$ cat config.mk
export PLATFORM = sky130hd
export DESIGN_NAME = ss_decoder_5bit
export DESIGN_NICKNAME = d
export VERILOG_FILES = /design/src/rtl/ss_decoder_5bit.sv
export SDC_FILE = /design/constraint.sdc
export NUM_CORES = 1
export LEC_CHECK = 0
export BUFFER_PORTS_ARGS = -buffer_cell sky130_fd_sc_hd__clkbuf_2
export CAP_MARGIN = 10
export CORE_ASPECT_RATIO = 1.1
export CORE_MARGIN = 4
export CORE_UTILIZATION = 45
export DETAILED_ROUTE_END_ITERATION = 8
export PLACE_DENSITY = 0.67
export SLEW_MARGIN = 20
export SYNTH_ARGS = -nofsm -noshare
export SYNTH_HDL_FRONTEND = slang
export SYNTH_SLANG_ARGS = --single-unit
$ cat constraint.sdc
create_clock -name clk -period 3.1 [get_ports clk]
set_input_delay 0.465 -clock clk [delete_from_list [all_inputs] [get_ports clk]]
set_output_delay 0.465 -clock clk [all_outputs]
set_load 0.05 [all_outputs]
$ cat src/rtl/ss_decoder_5bit.sv
// ss_decoder_5bit: rebuilds a binary estimate (mean symbol x 2^FRAC_W) from a window of stochastic symbols
module ss_decoder_5bit #(
  parameter int SYM_W    = 5,
  parameter int SYM_MAX  = 16,
  parameter int OUT_W    = 12,
  parameter int FRAC_W   = 8,
  parameter int LOG2_WIN = 4
) (
  input  logic             clk,
  input  logic             rst,
  input  logic             start,
  input  logic [SYM_W-1:0] sym_in,
  input  logic             sym_valid,
  output logic             sym_ready,
  output logic [OUT_W-1:0] z_out,
  output logic             z_valid,
  input  logic             z_ready,
  output logic             busy,
  output logic             sat,
  output logic             sym_err
);
  localparam int ACC_W = SYM_W + LOG2_WIN;
  localparam int RAW_W = (SYM_W + FRAC_W > OUT_W) ? SYM_W + FRAC_W : OUT_W + 1;
  typedef enum logic [1:0] {IDLE, ACCUM, DONE} state_t;
  state_t              state_q, state_d;
  logic [ACC_W-1:0]    acc_q, acc_d, acc_nx;
  logic [LOG2_WIN-1:0] cnt_q, cnt_d;
  logic [OUT_W-1:0]    z_q, z_d;
  logic                sat_q, sat_d, err_q, err_d, zv_q, zv_d;
  logic                over, accept, restart;
  logic [RAW_W-1:0]    raw;
  assign sym_ready = state_q == ACCUM;
  assign busy      = state_q != IDLE;
  assign accept    = sym_ready && sym_valid;
  assign over      = sym_in > SYM_W'(SYM_MAX);
  assign acc_nx    = acc_q + ACC_W'(over ? SYM_W'(SYM_MAX) : sym_in);
  assign raw       = RAW_W'(acc_nx) << (FRAC_W - LOG2_WIN);
  assign restart   = start && (state_q == IDLE || (state_q == DONE && z_ready));
  assign z_out     = z_q;
  assign sat       = sat_q;
  assign sym_err   = err_q;
  assign z_valid   = zv_q;
  // next state: open a window, accumulate clamped symbols, latch the decode on the final accept
  always_comb begin
    state_d = state_q;
    acc_d   = acc_q;
    cnt_d   = cnt_q;
    z_d     = z_q;
    sat_d   = sat_q;
    err_d   = err_q;
    if (restart) begin
      state_d = ACCUM;
      acc_d   = '0;
      cnt_d   = '0;
      err_d   = 1'b0;
    end else if (state_q == DONE && z_ready) begin
      state_d = IDLE;
    end else if (accept) begin
      acc_d = acc_nx;
      cnt_d = cnt_q + 1'b1;
      err_d = err_q | over;
      if (&cnt_q) begin
        state_d = DONE;
        sat_d   = raw > RAW_W'({OUT_W{1'b1}});
        z_d     = sat_d ? '1 : raw[OUT_W-1:0];
      end
    end
    zv_d = state_d == DONE;
  end
  // state and result registers; reset discards any partial window
  always_ff @(posedge clk or negedge rst) begin
    if (!rst) begin
      state_q <= IDLE;
      acc_q   <= '0;
      cnt_q   <= '0;
      z_q     <= '0;
      sat_q   <= 1'b0;
      err_q   <= 1'b0;
      zv_q    <= 1'b0;
    end else begin
      state_q <= state_d;
      acc_q   <= acc_d;
      cnt_q   <= cnt_d;
      z_q     <= z_d;
      sat_q   <= sat_d;
      err_q   <= err_d;
      zv_q    <= zv_d;
    end
  end
endmodule
-- Yosys cells after proc, flatten, opt, wreduce, memory -nomap -nowiden
Index checks and enable logic that the tools add are counted.
- bits in registers: 30
- bits in latches: 0
- bits in writable memories: 0
- ROM bits: 0
- input port bits: 10
- output and inout bits: 17
- memories kept: 0
- add/sub/neg operators: 2
- $mul: 0
- div/mod/pow operators: 0
- $lt $le $gt $ge: 2
- eq/ne operators: 4
- shifts and indexed selects: 0
- muxes and demuxes: 15
- bitwise gates (word level): 3
- reductions and logical operators: 10
- operators with widths (operator ; number):
    $mux W9 ; 3
    $gt A13 B12 Y1 const B ; 1
    $mux W12 ; 1
    $mux W4 ; 3
    $add A9 B5 Y9 ; 1
    $mux W2 ; 4
    $reduce_and A7 Y1 ; 1
    $gt A5 B5 Y1 const B ; 1
    $mux W5 ; 1
    $add A4 B1 Y4 const B ; 1
    $eq A2 B2 Y1 const B ; 2
    $reduce_and A4 Y1 ; 1
    $reduce_bool A2 Y1 ; 2
    $logic_and A1 B1 Y1 ; 3
    $mux W1 ; 3
    $eq A2 B1 Y1 const B ; 1
    $logic_not A2 Y1 ; 1
    $ne A2 B2 Y1 const B ; 1
    $not A1 Y1 ; 2
    $reduce_and A2 Y1 ; 1
    $logic_or A1 B1 Y1 ; 1
    $or A1 B1 Y1 ; 1

-- Depth between registers and ports, before layout
Gate-level depths: netlist of the first run.
- depth after elaboration: 6
- gate-level depth with buffers: 8

-- Worst setup path before layout of the first run
Ideal clock, no wire load.
- path type: input port to flip-flop
- from: input sym_in[0]
- to: register z_q[10] (netlist: z_out[10])
- library setup time: 0.126 ns
- arrival: 2.164 ns
- setup slack: 0.810 ns
- cell stages on the path: 8
- buffers on the path: 0
- cells stage by stage: nor2b_1 -> ha_1 -> fa_1 -> a211oi_2 -> o21bai_2 -> a21oi_2 -> o21ai_4 -> o32a_1
- cells in the longest elaborated chain, start to end: 5
- RTL lines (item ; RTL line ; text):
    start, declared ; 12 ; input logic [SYM_W-1:0] sym_in,
    $gt A5 B5 Y1 ; 35 ; assign over = sym_in > SYM_W'(SYM_MAX);
    $mux W5 * ; 36 ; assign acc_nx = acc_q + ACC_W'(over ? SYM_W'(SYM_MAX) : sym_in);
    $add A9 B5 Y9 * ; 36 ;
    $gt A13 B12 Y1 ; 64 ; sat_d = raw > RAW_W'({OUT_W{1'b1}});
    $mux W12 * ; 65 ; z_d = sat_d ? '1 : raw[OUT_W-1:0];
    end signal, assigned ; 84 ; z_q <= z_d;
    end, declared ; 28 ; logic [OUT_W-1:0] z_q, z_d;
Every way passes the cells marked *; elsewhere a longest branch is shown, timed or not.
A chain may end at the register's enable or synchronous reset.

-- Worst setup path after layout of the first run
- from: register acc_q[0]
- to: register z_q[10] (netlist: z_out[10])
- cells in the longest elaborated chain, start to end: 3
- RTL lines (item ; RTL line ; text):
    start, declared ; 26 ; logic [ACC_W-1:0] acc_q, acc_d, acc_nx;
    start signal, assigned ; 74 ; acc_q <= '0;
    start signal, assigned ; 82 ; acc_q <= acc_d;
    $add A9 B5 Y9 * ; 36 ;
    $gt A13 B12 Y1 ; 64 ;
    $mux W12 * ; 65 ;
Marks and branches as above.

==> results.json, run 1 <==
{
  "cts_tree": "done",
  "clock_path_buffers": 2,
  "drt-total-wl_mm": 2.82,
  "start_util": 0.485,
  "htree_levels": 1,
  "r2r-end": "z_out[10]",
  "design.die.area_um2": 4030,
  "worst_hold_slack_ns": 0.122,
  "syn-cell-area_um2": 1380,
  "cp_data_arrival_time_ns": 2.48,
  "placedCellCount": 179,
  "cts-resized-gates": 0,
  "rows": 20,
  "critPathMaxFanout": 9,
  "post_drt_wl_per_cell_um": 15.5,
  "rsz0062_at_grt": "no",
  "clkTransAtPathRegs_ns": 0.13,
  "rrSetupSlack_ns": 0.84,
  "rr_startpoint": "acc_q[0]",
  "slew_headroom": 0.481,
  "yosysWarnings": 0,
  "synth_top_area_frac": 0.470,
  "drv_cap": 0,
  "fmax_ghz": 0.442,
  "fin_crit_ns": 2.26,
  "cts_root_buffer": "clkbuf_4",
  "drtAntennaViolNets": 0,
  "num-nets-final": 168,
  "crit_end": "z_out[10]",
  "gp_congestion": 0.811,
  "vias": 1043,
  "syn_area_per_cell_um2": 11.0,
  "synth_flop_cell": "dfrtp_1",
  "grt_pass1_vias": 1077,
  "synth_edf_count": 0,
  "combPwrFrac": 0.524,
  "slew_violations": 0,
  "startpoint_type": "flip-flop",
  "power_frac_seq": 0.377,
  "synth_cell_types": 40,
  "critPathCaptureType": "flip-flop",
  "syn_to_final_growth_pct": 11.1,
  "synth_nets": 143,
  "cp-startpoint": "acc_q[0]",
  "grt_pass1_wl_mm": 4.91,
  "design.core.area_um2": 2850,
  "die-height_um": 66.2,
  "grt_max_degree": 27,
  "first_iter_violations": 13,
  "clk_latency_ns": 0.32,
  "drtPass1Iterations": 4,
  "cts_buffers": 3,
  "tightest_slew_ns": 0.776,
  "dpl.hpwl_mm": 2.21,
  "ys_top_cells_by_count": "dfrtp_1, o21ai_0, a21oi_1",
  "yosysTopAreaCell": "dfrtp_1",
  "gr-total-overflow": 0,
  "finalSetupViolCount": 0,
  "clock-sinks": 26,
  "setup_ws_ns": 0.836,
  "async_flop_share": 1.00,
  "stdcell_count": 182,
  "skew_ns": 0.00347,
  "p_sw_frac": 0.477,
  "drc": 0,
  "drive_above_1_share": 0.315,
  "yosysMostFrequentCell": "dfrtp_1",
  "hold_violations": 0,
  "cts_setup_buffers": 0,
  "outcome": "finished clean",
  "hp-class": "in -> async",
  "p_per_area_nw_per_um2": 933,
  "io_pins": 27,
  "antenna_found_initial": 0,
  "n_antenna_cell": 0,
  "io_buffer_count": 26,
  "dp_slack_ns": 0.563,
  "fin_crit_sh": 0.730,
  "synth_area_leaders": "dfrtp_1, ha_1, o22a_2, a22o_1, o21ai_0",
  "grt.total_usage": 0.162,
  "reg2reg_depth": 7,
  "internal_power_mw": 0.751,
  "totalNegativeSetupSlack_ns": 0,
  "required_ns": 3.32,
  "synth-seq-area-share": 0.470,
  "power_leakage_nw": 0.757,
  "fp.dieW_um": 60.9,
  "fin_util": 0.539,
  "critPathKind": "reg -> reg",
  "cts_hold_buffers": 0,
  "yosys_register_bits": 26,
  "avgViaCountPerCell": 5.73,
  "syn_inst": 126,
  "ir_drop_v": 0.000622,
  "clkPwrFrac": 0.099,
  "switchingPower_mw": 0.684
}
==> through the flow <==
step	total power, mW	cell area (um2)
after floorplan	1.15	1380
after global placement	1.28	1520
after detailed placement	1.30	1520
after CTS	1.44	1540
after global routing	1.53	1540
final	1.43	1540
==> logic make-up after synthesis <==
logic type	synth area share
compound gates	0.245
simple gates	0.132
flops	0.470
buf+inv	0.0398
xor+xnor	0.0443
fa+ha+maj	0.0687
==> flip-flops by register name, indices dropped and copies added (netlist names) <==
| register | count |
|---|---|
| acc_q | 9 |
| cnt_q | 4 |
| state_q | 2 |
| sym_err | 1 |
| z_out | 9 |
| z_valid | 1 |
==> routing by layer <==
| metal | vias up | wire length, um | track usage |
|---|---|---|---|
| met5 | - | 0 | 0 |
| met4 | 0 | 46 | 0.0569 |
| met3 | 5 | 125 | 0.0332 |
| met2 | 25 | 1440 | 0.285 |
| met1 | 511 | 1200 | 0.189 |
| li1 | 502 | - | - |
==> critical path, cell delays in order, from the launching register on <==
cell and delay [ns]:
dfrtp_1 0.41, ha_1 0.25, fa_1 0.45, a211oi_2 0.22, o21bai_2 0.14, a21oi_2 0.20
o21ai_4 0.13, o32a_1 0.37
==> power groups by stage <==
stage	sequential [mW]	clock, mW	combinational (mW)
finish	0.541	0.142	0.752
global route	0.560	0.161	0.813
CTS	0.542	0.145	0.758
detailed placement	0.550	0	0.754
global placement	0.543	0	0.737
floorplan	0.655	0	0.491
==> layout make-up <==
cell class	count	area, um2
well taps	33	41.3
multi-input cells	90	678
clock buffers	3	22.5
repair buffers	26	130
flip-flops and latches	26	651
inverters	4	15.0
fillers	277	1320
==> layout by cell type (no fill, tap or decap), types with 2 or more instances in the layout <==
cell,instances
clkbuf_4,3
clkbuf_2,26
xnor2_1,4
nand3_1,2
ha_1,6
nand2_1,5
xor2_1,3
o21ai_0,10
o22a_2,7
inv_1,4
a21o_1,2
a22o_1,6
nor2b_1,4
nor2_1,7
a211oi_1,2
or2_2,2
a21oi_1,8
dfrtp_1,26
==> worst min path at each step <==
stage                     startpoint        to  slack (ns)  depth (start not counted)
after floorplan                  rst  acc_q[0]        0.17                          0
after global placement       sym_err   sym_err        0.49                          2
after detailed placement     sym_err   sym_err        0.48                          2
after CTS                        rst  acc_q[1]        0.15                          1
after global routing             rst  z_out[7]        0.17                          1
final                            rst  acc_q[1]        0.12                          1
Note: power is estimated with default switching activity, not from simulation.
==> run 2, diff against run 1 <==
clock period = 2.15 ns   (was 3.1 ns; I/O delays follow)
==> results.json, run 2 (same netlist as run 1, synthesis figures left out) <==
{
  "die-height_um": 66.2,
  "switchingPower_mw": 1.02,
  "avgViaCountPerCell": 5.49,
  "grt.met1_usage": 0.200,
  "cts_tree": "done",
  "outcome": "finished with violations",
  "clock_path_buffers": 2,
  "globalRouteMet3Util": 0.0176,
  "clock-sinks": 26,
  "internal_power_mw": 1.27,
  "n_antenna_cell": 0,
  "cts_buffers": 3,
  "cts_hold_buffers": 0,
  "power_frac_seq": 0.343,
  "combPwrFrac": 0.509,
  "fin_util": 0.578,
  "slew_violations": 0,
  "critPathKind": "reg -> reg",
  "r2r-end": "z_out[10]",
  "fmax_ghz": 0.481,
  "grt_use_met2": 0.294,
  "num-nets-final": 178,
  "final_cell_mix": "dfrtp_1, clkbuf_2, o21ai_0, buf_4, a21oi_1",
  "grt_pass1_wl_mm": 4.95,
  "antenna_found_initial": 0,
  "io_pins": 27,
  "gp_congestion": 0.846,
  "p_per_area_nw_per_um2": 1390,
  "syn_to_final_growth_pct": 19.1,
  "power_leakage_nw": 0.817,
  "total_power_mw": 2.29,
  "drv_cap": 0,
  "fin_crit_sh": 0.966,
  "cts_root_buffer": "clkbuf_4",
  "drt-total-wl_mm": 2.98,
  "hp-class": "in -> async",
  "grt.total_usage": 0.162,
  "gr-total-overflow": 0,
  "regArea_um2": 651,
  "fin_crit_ns": 2.08,
  "p_sw_frac": 0.447,
  "dp_slack_ns": -0.114,
  "placedCellCount": 188,
  "cp_data_arrival_time_ns": 2.30,
  "rows": 20,
  "htree_levels": 1,
  "post_drt_wl_per_cell_um": 15.4,
  "finalSetupViolCount": 0,
  "grt_max_degree": 27,
  "critPathCaptureType": "flip-flop",
  "drive_above_1_share": 0.375,
  "multiInputGateArea_um2": 683,
  "critPathMaxFanout": 6,
  "vias": 1060,
  "hold_violations": 26,
  "dpl.hpwl_mm": 2.26,
  "design.die.area_um2": 4030,
  "clkTransAtPathRegs_ns": 0.14,
  "violations": "hold timing",
  "worst_hold_slack_ns": -0.0155,
  "fp.dieW_um": 60.9,
  "slew_headroom": 0.580,
  "design.core.area_um2": 2850,
  "tightest_slew_ns": 0.630,
  "start_util": 0.485,
  "grt.busiest_layer": "met2",
  "clk_latency_ns": 0.32,
  "grt_pass1_vias": 1131,
  "skew_ns": 0.00349,
  "io_buffer_count": 26,
  "totalNegativeSetupSlack_ns": 0,
  "reg2reg_depth": 7,
  "ir_drop_v": 0.000847,
  "rrSetupSlack_ns": 0.07,
  "setup_ws_ns": 0.0723,
  "clkPwrFrac": 0.148,
  "stdcell_count": 193,
  "first_iter_violations": 15,
  "num-fill-cells": 241,
  "rr_startpoint": "acc_q[0]",
  "startpoint_type": "flip-flop",
  "stdcell_area_um2": 1650,
  "drtPass1Iterations": 4,
  "drc": 0,
  "required_ns": 2.37,
  "drtAntennaViolNets": 0,
  "placed_cell_area_um2": 1580
}
[run 2: power by group through the flow]
stage	logic [mW]	registers [mW]	clock network, mW
floorplan	0.707	0.945	0
global placement	1.12	0.786	0
detailed placement	1.14	0.795	0
CTS	1.15	0.784	0.347
global route	1.26	0.810	0.371
finish	1.16	0.785	0.338
[run 2: what timing repair did]
item / 4_1_cts / 5_1_grt
buffers inserted: 0 / 1
resized for setup: 0 / 2
endpoints found under the setup margin: 0 / 5
endpoints found under the hold margin: 0 / 0
[run 2: final cells by class]
class | instances | area share
clock buffers | 3 | 0.0137
clock inverters | 1 | 0.0182
inverters | 4 | 0.00911
multi-input cells | 90 | 0.415
flip-flops and latches | 26 | 0.395
well taps | 33 | 0.0251
repair buffers | 36 | 0.125
[run 2: how the worst max path moves through the flow]
stage | cells after the start | to | slack [ns] | startpoint
floorplan | 8 | z_out[10] | 0.002 | sym_in[0]
global placement | 9 | z_out[10] | -0.06 | sym_in[0]
detailed placement | 9 | z_out[10] | -0.11 | sym_in[0]
CTS | 7 | z_out[10] | 0.02 | acc_q[0]
global route | 7 | z_out[10] | -0.004 | acc_q[0]
finish | 7 | z_out[10] | 0.07 | acc_q[0]
[run 2: critical path: stages (launching register included)]
cell and delay [ns]:
dfrtp_1 0.42, ha_2 0.20, fa_2 0.35, a211oi_2 0.24, o21bai_2 0.11, a21oi_2 0.20
o21ai_4 0.11, o32a_1 0.36
[run 2: layer usage]
layer	wire (um)	part of all wire	up-vias
met5	0	0	-
met4	22	0.0074	0
met3	117	0.039	4
met2	1540	0.52	30
met1	1300	0.44	507
li1	-	-	519
==> run 3, diff against run 2 <==
clock period = 2.6 ns   (was 2.15 ns; I/O delays follow)
==> results.json, run 3 (same netlist as run 1, synthesis figures left out) <==
{
  "startpoint_type": "flip-flop",
  "drive_above_1_share": 0.325,
  "grt_pass1_vias": 1055,
  "first_iter_violations": 19,
  "cts_buffers": 3,
  "dp_slack_ns": 0.174,
  "critPathCaptureType": "flip-flop",
  "io_buffer_count": 26,
  "finalSetupViolCount": 0,
  "syn_to_final_growth_pct": 12.7,
  "clk_latency_ns": 0.33,
  "cts_hold_buffers": 0,
  "hp-class": "in -> async",
  "antenna_found_initial": 0,
  "drtPass1Iterations": 4,
  "grt.total_usage": 0.158,
  "avgViaCountPerCell": 5.88,
  "post_drt_wl_per_cell_um": 15.4,
  "rows": 20,
  "ir_drop_v": 0.000678,
  "vias": 1081,
  "clock_path_buffers": 2,
  "clkTransAtPathRegs_ns": 0.14,
  "fp.dieW_um": 60.9,
  "final_cell_mix": "dfrtp_1, clkbuf_2, o21ai_0, a21oi_1",
  "p_per_area_nw_per_um2": 1130,
  "gp_congestion": 0.809,
  "cts_setup_buffers": 0,
  "clock-sinks": 26,
  "outcome": "finished clean",
  "cts-resized-gates": 0,
  "worst_hold_slack_ns": 0.0426,
  "tightest_slew_ns": 0.794,
  "slew_violations": 0,
  "power_leakage_nw": 0.770,
  "drtAntennaViolNets": 0,
  "skew_ns": 0.00377,
  "dpl.hpwl_mm": 2.19,
  "hold_violations": 0,
  "design.die.area_um2": 4030,
  "cts_tree": "done",
  "rsz0062_at_grt": "no",
  "gr-total-overflow": 0,
  "num-nets-final": 169,
  "cts_root_buffer": "clkbuf_4",
  "grt_max_degree": 27,
  "fin_util": 0.546,
  "setup_ws_ns": 0.349,
  "drt-total-wl_mm": 2.84,
  "fin_crit_ns": 2.25,
  "cp_data_arrival_time_ns": 2.48,
  "drv_cap": 0,
  "fmax_ghz": 0.444,
  "start_util": 0.485,
  "design.core.area_um2": 2850,
  "io_pins": 27,
  "grt_pass1_wl_mm": 4.73,
  "critPathKind": "reg -> reg",
  "drc": 0,
  "htree_levels": 1,
  "totalNegativeSetupSlack_ns": 0,
  "n_antenna_cell": 0,
  "critPathMaxFanout": 9,
  "slew_headroom": 0.469,
  "fin_crit_sh": 0.866,
  "die-height_um": 66.2,
  "required_ns": 2.83
}
==> run 3: worst paths after layout <==
| kind | start | end | slack (ns) | depth (start not counted) |
|---|---|---|---|---|
| min in group clk | z_ready | state_q[1] | 0.40 | 4 |
| setup / recovery | acc_q[0] | z_out[10] | 0.35 | 7 |
| hold / removal | rst | acc_q[1] | 0.04 | 1 |
| setup reg to reg | acc_q[0] | z_out[10] | 0.35 | 7 |
| hold reg to reg | z_out[11] | z_out[11] | 0.53 | 1 |
| max in group asynchronous | rst | state_q[1] | 2.15 | 1 |
==> run 3: stage by stage <==
step / std cells / total power, mW / cell area, um2
2_1_floorplan: 126 / 1.37 / 1380
3_3_place_gp: 180 / 1.53 / 1520
3_5_place_dp: 180 / 1.55 / 1520
4_1_cts: 184 / 1.76 / 1560
5_1_grt: 184 / 1.87 / 1560
6_report: 184 / 1.75 / 1560
==> run 3: area by class of cell <==
class                           count  area (um2)
Fill cell                         278        1290
Multi-Input combinational cell     90         678
Sequential cell                    26         651
Timing Repair Buffer               27         138
Tap cell                           33        41.3
Clock buffer                        4        36.3
Inverter                            4        15.0
==> run 3: where the power goes <==
part | internal [mW] | total (mW) | switching, mW | leakage (nW)
logic | 0.304 | 0.899 | 0.595 | 0.415
registers | 0.539 | 0.647 | 0.108 | 0.334
clock network | 0.0859 | 0.209 | 0.123 | 0.0210
==> run 3: routing by layer <==
layer  up-vias  share of wire  track usage
met3         7          0.056       0.0273
met5         -              0            0
met4         0          0.024       0.0678
met2        40           0.49        0.270
met1       526           0.43        0.190
li1        508              -            -
==> run 3: worst max-delay path, cell delays in order, from the launching register on <==
cell,delay (ns)
dfrtp_1,0.42
ha_1,0.24
fa_1,0.44
a211oi_2,0.22
o21bai_2,0.14
a21oi_2,0.19
o21ai_4,0.13
o32a_1,0.37
